## src/rtl/reg_block_master_pkg.sv

```systemverilog
// rtl/reg_block_master_pkg.sv - shared constants and FSM encoding for reg_block_master
package reg_block_master_pkg;

  localparam int DEFAULT_MAX_LEN = 16;
  localparam int DEFAULT_LEN_W   = 5;
  localparam int CNT_W           = 3;

  typedef enum logic [2:0] {
    IDLE      = 3'd0,
    WR_FETCH  = 3'd1,
    WR_STROBE = 3'd2,
    WR_GAP    = 3'd3,
    RD_ISSUE  = 3'd4,
    RD_WAIT   = 3'd5,
    RD_OUT    = 3'd6,
    DONE      = 3'd7
  } state_t;

endpackage

```

## src/rtl/reg_block_master.sv

```systemverilog
// rtl/reg_block_master.sv - block command to single-quadlet register access initiator
module reg_block_master
  import reg_block_master_pkg::*;
#(
  parameter int RD_LATENCY = 2,
  parameter int MAX_LEN    = DEFAULT_MAX_LEN,
  parameter int LEN_W      = DEFAULT_LEN_W
) (
  input  logic             sysclk,
  input  logic             rstn,
  input  logic             cmd_valid,
  output logic             cmd_ready,
  input  logic             cmd_write,
  input  logic [15:0]      cmd_addr,
  input  logic [LEN_W-1:0] cmd_len,
  input  logic             wdata_valid,
  output logic             wdata_ready,
  input  logic [31:0]      wdata,
  output logic             rdata_valid,
  input  logic             rdata_ready,
  output logic [31:0]      rdata,
  output logic             rdata_last,
  output logic [15:0]      reg_raddr,
  output logic [15:0]      reg_waddr,
  output logic [31:0]      reg_wdata,
  output logic             reg_wen,
  input  logic [31:0]      reg_rdata,
  output logic             busy,
  output logic             cmd_done,
  output logic             cmd_err
);

  state_t             state;
  logic [15:0]        addr;
  logic [LEN_W-1:0]   remaining;
  logic [CNT_W-1:0]   lat_cnt;

  // Gated by rstn so nothing is accepted while reset is asserted.
  assign cmd_ready   = rstn && (state == IDLE);
  assign wdata_ready = (state == WR_FETCH);

  always_ff @(posedge sysclk or negedge rstn) begin
    if (!rstn) begin
      state       <= IDLE;
      addr        <= '0;
      remaining   <= '0;
      lat_cnt     <= '0;
      reg_raddr   <= '0;
      reg_waddr   <= '0;
      reg_wdata   <= '0;
      reg_wen     <= 1'b0;
      rdata       <= '0;
      rdata_valid <= 1'b0;
      rdata_last  <= 1'b0;
      busy        <= 1'b0;
      cmd_done    <= 1'b0;
      cmd_err     <= 1'b0;
    end else begin
      cmd_done <= 1'b0;
      cmd_err  <= 1'b0;
      unique case (state)
        IDLE: begin
          if (cmd_valid) begin
            addr      <= cmd_addr;
            remaining <= cmd_len;
            busy      <= 1'b1;
            if (cmd_len == '0 || cmd_len > LEN_W'(MAX_LEN)) begin
              state    <= DONE;
              cmd_done <= 1'b1;
              cmd_err  <= 1'b1;
            end else begin
              state <= cmd_write ? WR_FETCH : RD_ISSUE;
            end
          end
        end
        WR_FETCH: begin
          if (wdata_valid) begin
            reg_waddr <= addr;
            reg_wdata <= wdata;
            state     <= WR_STROBE;
          end
        end
        WR_STROBE: begin
          // Strobe lands one cycle after address/data so they lead reg_wen by a full cycle.
          reg_wen   <= 1'b1;
          addr      <= addr + 16'd1;
          remaining <= remaining - LEN_W'(1);
          state     <= WR_GAP;
        end
        WR_GAP: begin
          reg_wen <= 1'b0;
          if (remaining != '0) begin
            state <= WR_FETCH;
          end else begin
            state    <= DONE;
            cmd_done <= 1'b1;
          end
        end
        RD_ISSUE: begin
          reg_raddr <= addr;
          lat_cnt   <= CNT_W'(RD_LATENCY);
          state     <= RD_WAIT;
        end
        RD_WAIT: begin
          if (lat_cnt == '0) begin
            rdata       <= reg_rdata;
            rdata_valid <= 1'b1;
            rdata_last  <= (remaining == LEN_W'(1));
            state       <= RD_OUT;
          end else begin
            lat_cnt <= lat_cnt - CNT_W'(1);
          end
        end
        RD_OUT: begin
          if (rdata_ready) begin
            rdata_valid <= 1'b0;
            rdata_last  <= 1'b0;
            addr        <= addr + 16'd1;
            remaining   <= remaining - LEN_W'(1);
            if (remaining == LEN_W'(1)) begin
              state    <= DONE;
              cmd_done <= 1'b1;
            end else begin
              state <= RD_ISSUE;
            end
          end
        end
        DONE: begin
          busy  <= 1'b0;
          state <= IDLE;
        end
        default: state <= IDLE;
      endcase
    end
  end

endmodule

```

## config.mk

```make
export PLATFORM = sky130hd
export DESIGN_NAME = reg_block_master
export DESIGN_NICKNAME = d
export VERILOG_FILES = /design/src/rtl/reg_block_master_pkg.sv /design/src/rtl/reg_block_master.sv
export SDC_FILE = /design/constraint.sdc
export NUM_CORES = 1
export LEC_CHECK = 0
export BUFFER_PORTS_ARGS = -buffer_cell sky130_fd_sc_hd__buf_4
export CELL_PAD_IN_SITES_DETAIL_PLACEMENT = 1
export CELL_PAD_IN_SITES_GLOBAL_PLACEMENT = 2
export CORE_UTILIZATION = 32
export DETAILED_ROUTE_END_ITERATION = 8
export GPL_ROUTABILITY_DRIVEN = 1
export PLACE_DENSITY = 0.9
export SLEW_MARGIN = 20
export SYNTH_ARGS = -nofsm -noshare
export SYNTH_HDL_FRONTEND = slang
export SYNTH_SLANG_ARGS = --single-unit
```

## constraint.sdc

```tcl
create_clock -name sysclk -period 2.4 [get_ports sysclk]
set_input_delay 0 -clock sysclk [delete_from_list [all_inputs] [get_ports sysclk]]
set_output_delay 0 -clock sysclk [all_outputs]
set_load 0.05 [all_outputs]
```

Word level (Yosys, flattened, before mapping):

Cells that the tools add are included.

* eq/ne operators: 13
* mux-type cells: 32
* $lt $le $gt $ge: 1
* $add $sub $neg: 3
* reductions and logical operators: 18

Operator list (number)
* $pmux 16 s3: 1
* $mux 16: 2
* $mux 3: 8
* $pmux 3 s8: 1
* $add 16x1->16 const B: 1
* $pmux 5 s3: 1
* $eq 3x3->1 const B: 4
* $mux 1: 10
* $mux 5: 2
* $ne 2x2->1 const B: 5
* $pmux 1 s2: 4
* $reduce_and 2->1: 4
* $reduce_bool 2->1: 4
* $eq 3x2->1 const B: 2
* $logic_not 3->1: 2
* $pmux 3 s2: 1
* $reduce_and 3->1: 2
* $eq 5x1->1 const B: 1
* $gt 5x5->1 const B: 1
* $logic_not 5->1: 1
* $reduce_bool 5->1: 1
* $sub 5x1->5 const B: 1
* $reduce_and 4->1: 1
* $eq 3x1->1 const B: 1
* other kinds (6): 6

* register bits after elaboration: 129
* output and inout port bits: 104
* bits of input ports: 91
* word-level logic and storage cells: 81

Depth between registers and ports, before layout:

Gate-level depths: netlist of run 1.

* depth after elaboration: 5
* depth in mapped cells: 8
* gate-level depth less buffers: 6

Worst setup path before layout of run 1:

No wires, ideal clock.

* path type: register to output
* start point: register state[0]
* end point: output port cmd_ready
* data required time: 2400 ps
* arrival time: 2493 ps
* slack: -93 ps
* cell stages (with the launch flop): 4
* buffers on the path: 2
* path through: dfrtp_1 buf_1 clkbuf_1 nor4b_1

* word-level cells in the longest chain between the ends: 2

RTL lines
* start: declaration: line reg_block_master.sv:33 `state_t state;`
* start signal: assignment: line reg_block_master.sv:72 `state <= cmd_write ? WR_FETCH : RD_ISSUE;`
* $logic_not 3->1: line reg_block_master.sv:39 `assign cmd_ready = rstn && (state == IDLE);`
* $logic_and 1x1->1: line reg_block_master.sv:39
* end: declaration: line reg_block_master.sv:12 `output logic cmd_ready,`

No other way between the ends.

Final worst setup path of run 1:

* start point: register addr[0]
* end point: register addr[14]

* word-level cells in the longest chain between the ends: 3

RTL lines
* start: declaration: line reg_block_master.sv:34 `logic [15:0] addr;`
* start signal: assignment: line reg_block_master.sv:64 `addr <= cmd_addr;`
* start signal: assignment: line reg_block_master.sv:86 `addr <= addr + 16'd1;`
* start signal: assignment: line reg_block_master.sv:118 `addr <= addr + 16'd1;`
* $add 16x1->16 (*): line reg_block_master.sv:86, reg_block_master.sv:118
* $mux 16: line reg_block_master.sv:115 `if (rdata_ready) begin`
* $pmux 16 s3 (*): line reg_block_master.sv:61 `unique case (state)`

Mark *: on every way between the ends. The rest lies on a longest branch, timed or not. The select of a mux whose other input is x is not followed.
A chain may end at the register's enable or synchronous reset.

==> results of run 1 <==
worst max-delay path by stage:
| stage | to | slack [ns] | cells after the start | from |
|---|---|---|---|---|
| floorplan | reg_wdata[28] | 0.06 | 6 | state[2] |
| global placement | addr[5] | 0.35 | 4 | state[0] |
| detailed placement | addr[5] | 0.30 | 4 | state[0] |
| CTS | addr[5] | 0.27 | 4 | state[0] |
| global route | addr[14] | 0.23 | 5 | addr[0] |
| finish | addr[14] | 0.38 | 5 | addr[0] |
per-layer routing:
metal	vias to the layer above	routed length, µm	global-route usage
met5	-	0	0
met3	41	738	0.0400
met2	165	9500	0.362
met1	2487	7360	0.231
li1	2232	-	-
met4	0	647	0.0974
power groups by stage:
stage	Clock [W]	Combinational, W	Sequential [W]
floorplan	0	0.00243	0.00685
global placement	0	0.00749	0.00402
detailed placement	0	0.00769	0.00412
CTS	0.00272	0.00783	0.00411
global route	0.00282	0.00823	0.00428
finish	0.00267	0.00784	0.00413
state kept, by name, indices dropped and copies added (netlist names), 3 cells and up:
| name | flops |
|---|---|
| addr | 16 |
| lat_cnt | 3 |
| rdata | 32 |
| reg_raddr | 16 |
| reg_waddr | 16 |
| reg_wdata | 32 |
| remaining | 5 |
| state | 3 |
worst max-delay path: cells and delay by family (launching register included):
kind	cells	cell delay, ns
simple gates	2	0.70
compound gates	2	0.43
fa+ha+maj	1	0.27
flops	1	0.46
repair_timing:
| item | in CTS | in global routing |
|---|---|---|
| setup buffers | 0 | 0 |
| gates resized for setup | 0 | 0 |
| setup endpoints to repair | 0 | 0 |
| hold buffers | 87 | 0 |
| endpoints found under the hold margin | 138 | 0 |
final cells by class:
| cell class | instances | share of cell area |
|---|---|---|
| Clock buffer | 21 | 0.0538 |
| Clock inverter | 10 | 0.0149 |
| Inverter | 6 | 0.00252 |
| Multi-Input combinational cell | 291 | 0.259 |
| Sequential cell | 129 | 0.362 |
| Tap cell | 225 | 0.0315 |
| Timing Repair Buffer | 294 | 0.276 |
metrics by stage:
stage	utilization	cell area, µm²	setup slack (ns)	std cells
2_1_floorplan	-	5690	0.0563	457
3_3_place_gp	0.430	7430	0.348	858
3_5_place_dp	0.430	7430	0.297	858
4_1_cts	0.515	8920	0.269	976
5_1_grt	0.516	8920	0.231	976
6_report	0.516	8920	0.376	976
cells by family after synthesis:
logic type | count (synthesis) | share of synthesized area
flops | 129 | 0.568
simple gates | 109 | 0.108
mux | 101 | 0.199
compound gates | 74 | 0.0823
buf+inv | 37 | 0.0282
fa+ha+maj | 6 | 0.0132
xor+xnor | 1 | 0.00154
synth_stat cells (all sizes together) (7+ instances only):
| cell type | count |
|---|---|
| nor2 | 16 |
| nand2 | 22 |
| mux2 | 96 |
| nand2b | 7 |
| a21oi | 23 |
| dfrtp | 129 |
| clkbuf | 11 |
| buf | 20 |
| nand3 | 18 |
| o21ai | 19 |
| nand4 | 8 |
cell usage in the layout (no fill, tap or decap), types with 3 or more instances in the layout:
cell type and count:
inv_1 6, nand2b_1 7, and2_1 4, or3_1 3, ha_1 6, a31oi_1 4
bufinv_16 3, mux2i_1 5, nor3_1 5, clkinv_2 4, clkbuf_16 17, dfrtp_1 129
nand3_1 17, nand2_1 22, nor2_1 16, nor2b_1 4, dlygate4sd3_1 87, or4_1 6
o21ai_0 19, nand4_1 7, o32ai_1 3, buf_12 3, a21oi_1 23, mux2_2 96
nor4_1 5, clkbuf_8 4, a2bb2oi_1 4, clkinvlp_4 3, o22ai_1 4, buf_4 203
==> results.json, run 1 <==
{
  "yosys_most_used_dff": "dfrtp_1",
  "final_hold_viol_count": 0,
  "r2r_slack_ns": 0.38,
  "seqCellArea_mm2": 0.00323,
  "syn_area_mm2": 0.00568,
  "rows": 48,
  "r2r_start": "addr[0]",
  "cts_made_buffers": 17,
  "intPower_w": 0.00775,
  "syn_nets": 554,
  "p_clk_frac": 0.183,
  "postRouteAntennaNets": 0,
  "async_reset_ff_frac": 1.00,
  "hpwl_mm": 11.6,
  "globalplace.congestion": 0.772,
  "pwr-share-comb": 0.535,
  "multi_input_area_mm2": 0.00231,
  "clkLatencyLatePin_ns": 0.41,
  "ys_seq_elements": 129,
  "grt_pass1_wl_mm": 28.4,
  "grt_antenna_before_repair": 0,
  "yosys_warnings": 0,
  "ys_types": 50,
  "dr.first_iter.drc_count": 207,
  "ff2ff_path_depth": 5,
  "fin_total_pwr_w": 0.0146,
  "critical_path_class": "register to register",
  "rsz0062_at_grt": "false",
  "switching_power_w": 0.00689,
  "power_frac_seq": 0.282,
  "crit_path_max_fanout": 5,
  "min_period_over_period": 0.844,
  "syn_area_per_cell_um2": 12.4,
  "worstPathCellList": "ha_1 -> nand4_1 -> or3_2 -> o32ai_1 -> a21oi_1",
  "design.die.area_mm2": 0.0183,
  "routed_wirelength_mm": 18.2,
  "ioPinCount": 195,
  "arrival_ns": 2.26,
  "routed_via_density": 5.05,
  "cts_tree": "built",
  "cpPeakStageDelay_ns": 0.51,
  "yosys-top-cells-area": "dfrtp_1, mux2_2, a21oi_1",
  "cts_max_level": 4,
  "r2r_end": "addr[14]",
  "grt_overflow": 0,
  "diodes": 0,
  "clk_pin_slew_ns": 0.06,
  "leakage_nw": 3.96,
  "cts_sinks": 129,
  "cp_data_required_time_ns": 2.64,
  "power.density_mw_per_mm2": 1640,
  "grt_pass1_vias": 5376,
  "yosys.area.top_type_share": 0.568,
  "fillers": 1833,
  "final_max_slew_viol_count": 0,
  "startpoint_type": "register",
  "wl_per_cell_um": 18.7,
  "grt_max_degree": 79,
  "slew_headroom": 0.478,
  "fin_nets": 836,
  "drtPass1Iterations": 4,
  "start_util": 0.329,
  "design.core.area_mm2": 0.0173,
  "fmax_mhz": 494,
  "outcome": "finished, final reports clean",
  "crit_path_top_delay_cell": "or3_2",
  "holdWs_ns": 0.100,
  "synth_cells": 457,
  "die_h_um": 135,
  "yosysSeqAreaShare": 0.568,
  "yosys.area.top_type": "dfrtp_1",
  "cts_root_buf": "clkbuf_16",
  "drc_errors": 0,
  "synth_edf_count": 0,
  "cts_buffer_depth": 2,
  "ir_drop_uv": 904,
  "period_needed_ns": 2.02,
  "p_sw_frac": 0.471,
  "fp.dieW_um": 135,
  "tightestPinTransition_ns": 0.783,
  "grt_usage": 0.203,
  "critPathCaptureType": "register",
  "vias": 4925,
  "drive_gt1_frac": 0.459,
  "tns_ns": 0,
  "port-buffer-count": 194,
  "finClkSkew_ns": 0.00623,
  "finalSetupViolCount": 0,
  "syn_to_final_growth_pct": 57.0,
  "hp-class": "input pin to asynchronous set/reset pin",
  "drv_cap": 0
}
(Power assumes the default switching activity.)
==> inputs of run 2 (changes only) <==
--- a/config.mk
+++ b/config.mk
@@ -8,10 +8,10 @@
 export BUFFER_PORTS_ARGS = -buffer_cell sky130_fd_sc_hd__buf_4
 export CELL_PAD_IN_SITES_DETAIL_PLACEMENT = 1
 export CELL_PAD_IN_SITES_GLOBAL_PLACEMENT = 2
-export CORE_UTILIZATION = 32
+export CORE_UTILIZATION = 29
 export DETAILED_ROUTE_END_ITERATION = 8
 export GPL_ROUTABILITY_DRIVEN = 1
-export PLACE_DENSITY = 0.9
+export PLACE_DENSITY = 0.87
 export SLEW_MARGIN = 20
 export SYNTH_ARGS = -nofsm -noshare
 export SYNTH_HDL_FRONTEND = slang
==> constraint.sdc (replaced) <==
create_clock -name sysclk -period 1.7 [get_ports sysclk]
set_input_delay 0 -clock sysclk [delete_from_list [all_inputs] [get_ports sysclk]]
set_output_delay 0 -clock sysclk [all_outputs]
set_load 0.05 [all_outputs]
==> run 2 against run 1 <==
  * The flow now finishes with violations (negative setup slack)
  * Die area grew 10%
  * Setup slack got worse by 0.38 ns
  * Sequential cell count stayed put
==> results.json, run 2 (synthesis gave the netlist of run 1 again) <==
{
  "postRouteAntennaNets": 0,
  "critPathCaptureType": "register",
  "multi_input_area_mm2": 0.00252,
  "top_usage_layer": "met2",
  "path_buf_inv": 0,
  "arrival_ns": 2.05,
  "path_delay_family": "simple AND/OR/NAND/NOR gates",
  "crit_path_top_delay_cell": "or4_4",
  "hp-class": "input pin to asynchronous set/reset pin",
  "min_period_over_period": 1.00,
  "tightestPinTransition_ns": 0.346,
  "fillers": 1971,
  "clkLatencyLatePin_ns": 0.42,
  "worstPathCellList": "nand3_4 -> or4_4 -> or4_1 -> nand3_1",
  "critical_path_class": "register to register",
  "cts_buffer_depth": 2,
  "final_common_cell": "buf_4",
  "seqCellArea_mm2": 0.00323,
  "drive_gt1_frac": 0.524,
  "grt_overflow": 0,
  "clk_pin_slew_ns": 0.06,
  "cts_root_buf": "clkbuf_16",
  "cts_tree": "built",
  "fin_total_pwr_w": 0.0221,
  "power.density_mw_per_mm2": 2290,
  "cp_data_required_time_ns": 2.05,
  "finalSetupViolCount": 2,
  "cts_made_buffers": 17,
  "finClkSkew_ns": 0.00742,
  "hpwl_mm": 12.3,
  "grt_pass1_vias": 5780,
  "routed_wirelength_mm": 20.0,
  "globalplace.congestion": 0.773,
  "fp.dieW_um": 142,
  "violations": "negative setup slack",
  "reg.largest.list": "rdata x32, reg_wdata x32",
  "final_max_slew_viol_count": 0,
  "dr.first_iter.drc_count": 228,
  "drtPass1Iterations": 4,
  "design.core.area_mm2": 0.0190,
  "cts_sinks": 129,
  "use_met3": 0.0555,
  "ir_drop_uv": 1530,
  "period_needed_ns": 1.70,
  "syn_to_final_growth_pct": 70.2,
  "ioPinCount": 195,
  "grt_pass1_wl_mm": 30.5,
  "fin_nets": 882,
  "die_h_um": 142,
  "slew_headroom": 0.770,
  "design.die.area_mm2": 0.0202,
  "tns_ns": -0.00719,
  "grtUsageMet1": 0.219,
  "drv_cap": 0,
  "fmax_mhz": 587,
  "crit_path_max_fanout": 4,
  "vias": 5088,
  "final_cell_area_mm2": 0.00967,
  "start_util": 0.300,
  "fin_util": 0.510,
  "startpoint_type": "register",
  "final_hold_viol_count": 0,
  "routed_via_density": 4.81,
  "outcome": "finished with violations",
  "grt_antenna_before_repair": 1,
  "rows": 50,
  "rsz0062_at_grt": "true",
  "cts_max_level": 4,
  "grt_usage": 0.196,
  "final_cells": 1058,
  "fin_ws_ns": -0.00419,
  "final_cell_mix": "buf_4, dfrtp_1, dlygate4sd3_1",
  "dpl_cell_area_mm2": 0.00793,
  "leakage_nw": 4.33,
  "grt_max_degree": 59,
  "use_met2": 0.359,
  "port-buffer-count": 194,
  "placed_cells": 928,
  "wl_per_cell_um": 18.9,
  "drc_errors": 0,
  "cpPeakStageDelay_ns": 0.53
}
[run 2: changes by cell type in the layout (fill, tap and decap cells not counted), moves of 3 or more]
cell       change
or4_1          -4
buf_12         +7
or4_4          +4
nand2b_1       -4
dfrtp_2        +4
dfrtp_1        -4
buf_6          +4
mux2_2        -20
mux2_4        +20
clkbuf_16      +3
buf_4         +32
[run 2: report_power, final]
part | internal [W] | leakage, nW | switching (W)
logic | 0.00489 | 2.53 | 0.00771
registers | 0.00463 | 1.51 | 0.00110
clock network | 0.00241 | 0.295 | 0.00137
[run 2: path summary, 6_finish.rpt]
kind	from	endpoint	slack, ns	depth (start not counted)
max	addr[1]	addr[11]	-0.004	4
max in group asynchronous	rstn	reg_wdata[15]	1.07	3
min reg2reg	reg_wen	reg_wen	0.50	2
min	rstn	addr[4]	0.02	2
max reg2reg	addr[1]	addr[11]	-0.004	4
min in group sysclk	cmd_addr[9]	addr[9]	0.06	4
[run 2: through the flow]
stage	hold slack [ns]	setup WS (ns)
global route	0.0340	-0.0651
finish	0.0236	-0.00419
detailed placement	-0.102	-0.0329
CTS	0.0242	0.000616
floorplan	-0.296	-0.0353
global placement	-0.102	-0.0705
[run 2: cell type report]
type                       count  area share
sequential                   129       0.334
timing repair buffer         340       0.307
multi-input combinational    291       0.260
clock buffer                  21      0.0486
tap                          260      0.0336
clock inverter                10      0.0138
inverter                       6     0.00233
antenna                        1    0.000259
[run 2: timing repair]
action                                 4_1_cts  5_1_grt
gates resized for setup                      7       18
hold buffers                                87        0
endpoints found under the hold margin      215        0
pin swaps                                    0        6
cloned                                       0        5
buffers inserted                             1        5
setup endpoints to repair                   28       69
[run 2: worst reg2reg max path, cell delays in order, from the launching register on]
cell     delay [ns]
dfrtp_1        0.41
nand3_4        0.12
or4_4          0.53
or4_1          0.48
nand3_1        0.10
[run 2: per-layer routing]
metal | vias to the layer above | wire (µm)
met1 | 2606 | 8070
met4 | 0 | 311
met5 | - | 0
met2 | 149 | 10600
met3 | 19 | 968
li1 | 2314 | -
==> inputs of run 3 (changes only) <==
--- a/config.mk
+++ b/config.mk
@@ -5,13 +5,14 @@
 export SDC_FILE = /design/constraint.sdc
 export NUM_CORES = 1
 export LEC_CHECK = 0
+export ABC_AREA = 1
 export BUFFER_PORTS_ARGS = -buffer_cell sky130_fd_sc_hd__buf_4
 export CELL_PAD_IN_SITES_DETAIL_PLACEMENT = 1
 export CELL_PAD_IN_SITES_GLOBAL_PLACEMENT = 2
-export CORE_UTILIZATION = 29
+export CORE_UTILIZATION = 25
 export DETAILED_ROUTE_END_ITERATION = 8
 export GPL_ROUTABILITY_DRIVEN = 1
-export PLACE_DENSITY = 0.87
+export PLACE_DENSITY = 0.85
 export SLEW_MARGIN = 20
 export SYNTH_ARGS = -nofsm -noshare
 export SYNTH_HDL_FRONTEND = slang
==> run 3 against run 2 <==
  * The flow now finishes without violations
  * Count of clock-buffer cells in the layout shrank 1
  * Critical path type is now register to primary output
  * Non-clock buffer count down 43
  * Hold slack better by 0.015 ns
==> results.json, run 3 <==
{
  "outcome": "finished, final reports clean",
  "period_needed_ns": 1.58,
  "p_sw_frac": 0.498,
  "reg.largest.list": "rdata x32, reg_wdata x32",
  "grt_antenna_before_repair": 0,
  "switching_power_w": 0.0101,
  "crit_path_max_fanout": 17,
  "r2r_slack_ns": 0.12,
  "globalplace.congestion": 0.783,
  "clkLatencyLatePin_ns": 0.42,
  "fin_util": 0.405,
  "slew_headroom": 0.504,
  "start_util": 0.256,
  "final_cells": 1306,
  "grt_pass1_vias": 6089,
  "fp.dieW_um": 154,
  "yosys.area.top_type": "dfrtp_1",
  "postRouteAntennaNets": 0,
  "hp-class": "input pin to register",
  "final_cell_area_mm2": 0.00920,
  "yosys_warnings": 0,
  "cp_data_required_time_ns": 1.70,
  "async_reset_ff_frac": 1.00,
  "cts_max_level": 4,
  "die_h_um": 154,
  "drive_gt1_frac": 0.250,
  "startpoint": "state[0]",
  "design.die.area_mm2": 0.0239,
  "holdWs_ns": 0.0382,
  "drv_cap": 0,
  "ioPinCount": 195,
  "syn_to_final_growth_pct": 58.2,
  "finalSetupViolCount": 0,
  "hpwl_mm": 12.6,
  "yosys_most_used_dff": "dfrtp_1",
  "finClkSkew_ns": 0.0109,
  "grt_overflow": 0,
  "fmax_mhz": 631,
  "ff2ff_path_depth": 7,
  "clk_pin_slew_ns": 0.06,
  "critical_path_class": "register to primary output",
  "fin_nets": 1105,
  "yosys.area.top_type_share": 0.555,
  "final_cell_mix": "nand2_1, buf_4, dfrtp_1",
  "arrival_ns": 1.58,
  "cts_buffer_depth": 2,
  "startpoint_type": "register",
  "diodes": 0,
  "power.density_mw_per_mm2": 2210,
  "vias": 5750,
  "power_frac_seq": 0.273,
  "cts_sinks": 129,
  "grt_pass1_wl_mm": 32.5,
  "grt_max_degree": 130,
  "tightestPinTransition_ns": 0.743,
  "rows": 55,
  "cts_tree": "built",
  "leakage_nw": 4.76,
  "routed_wirelength_mm": 20.1,
  "critPathCaptureType": "primary output",
  "syn_nets": 818,
  "routed_via_density": 4.40,
  "final_max_slew_viol_count": 0,
  "p_clk_frac": 0.190,
  "wl_per_cell_um": 15.4,
  "dpl_cell_area_mm2": 0.00764,
  "yosysSeqAreaShare": 0.555,
  "design.core.area_mm2": 0.0227,
  "drtPass1Iterations": 4,
  "synthTopCellsByCount": "nand2_1, dfrtp_1, nand3_1, nor2_1, inv_1",
  "grt_usage": 0.174,
  "ys_types": 27,
  "pwr-share-comb": 0.536,
  "min_period_over_period": 0.932,
  "intPower_w": 0.0102,
  "placed_cells": 1183,
  "final_common_cell": "nand2_1",
  "cts_made_buffers": 17,
  "r2r_start": "state[1]",
  "r2r_end": "rdata[17]",
  "syn_area_mm2": 0.00581,
  "ys_seq_elements": 129,
  "synth_cells": 721,
  "yosys-top-cells-area": "dfrtp_1, nand2_1, nand3_1",
  "syn_area_per_cell_um2": 8.06,
  "hold_start": "wdata_valid",
  "drc_errors": 0,
  "yosysMostFrequentCell": "nand2_1",
  "worstSetupEndpoint": "wdata_ready",
  "port-buffer-count": 194,
  "cts_root_buf": "clkbuf_16",
  "ir_drop_uv": 726,
  "dr.first_iter.drc_count": 277,
  "synth_edf_count": 0,
  "final_hold_viol_count": 0
}
## run 3: worst min-delay path by stage
stage / slack, ns / end / cells after the start
finish: 0.04 / reg_wdata[10] / 3
global route: 0.04 / reg_wdata[30] / 3
CTS: 0.02 / reg_wdata[10] / 3
detailed placement: 0.20 / addr[12] / 2
global placement: 0.19 / addr[12] / 2
floorplan: -0.30 / addr[0] / 0
## run 3: power by group through the flow
stage	clock network, W	logic [W]	registers [W]
floorplan	0	0.00335	0.00926
global placement	0	0.0104	0.00552
detailed placement	0	0.0106	0.00556
CTS	0.00397	0.0108	0.00555
global route	0.00409	0.0118	0.00575
finish	0.00386	0.0109	0.00555
## run 3: cell families (layout without fill, tap and decap cells)
kind of cell	after synthesis	in the layout	synth area share
compound gates	66	66	0.0590
xor+xnor	6	6	0.00904
fa+ha+maj	6	6	0.0129
buf+inv	77	377	0.0558
flops	129	129	0.555
simple gates	437	437	0.308
## run 3: per-stage QoR
| step | power [W] | setup TNS [ns] | worst slack, ns |
|---|---|---|---|
| final | 0.0203 | 0 | 0.116 |
| after floorplan | 0.0126 | 0 | 0.324 |
| after detailed placement | 0.0161 | 0 | 0.160 |
| after global placement | 0.0159 | 0 | 0.201 |
| after CTS | 0.0203 | 0 | 0.00397 |
| after global routing | 0.0216 | -0.00590 | -0.00590 |
## run 3: layout make-up
type / instances / area (µm²)
Sequential cell: 129 / 3230
Fill cell: 2698 / 13500
Clock inverter: 12 / 158
Multi-Input combinational cell: 515 / 2260
Clock buffer: 20 / 457
Timing Repair Buffer: 297 / 2550
Tap cell: 285 / 357
Inverter: 48 / 183
## run 3: worst max-delay path, cell delays in order, from the launching register on
cell	delay, ns
dfrtp_2	0.42
inv_2	0.06
nor2_1	0.12
nand2_1	0.11
inv_4	0.11
buf_12	0.16
buf_6	0.17
## run 3: what timing repair did
item,4_1_cts,5_1_grt
buffers inserted,0,1
cloned,0,1
endpoints found under the setup margin,1,1
gates resized for setup,4,2
endpoints found under the hold margin,219,0
hold buffers,89,0
## run 3: metal layers
metal  up-vias  global-route usage  part of all wire
met4         0              0.0660             0.025
met1      2746               0.217              0.45
met3        33              0.0359             0.035
met5         -                   0                 0
met2       122               0.295              0.49
li1       2849                   -                 -
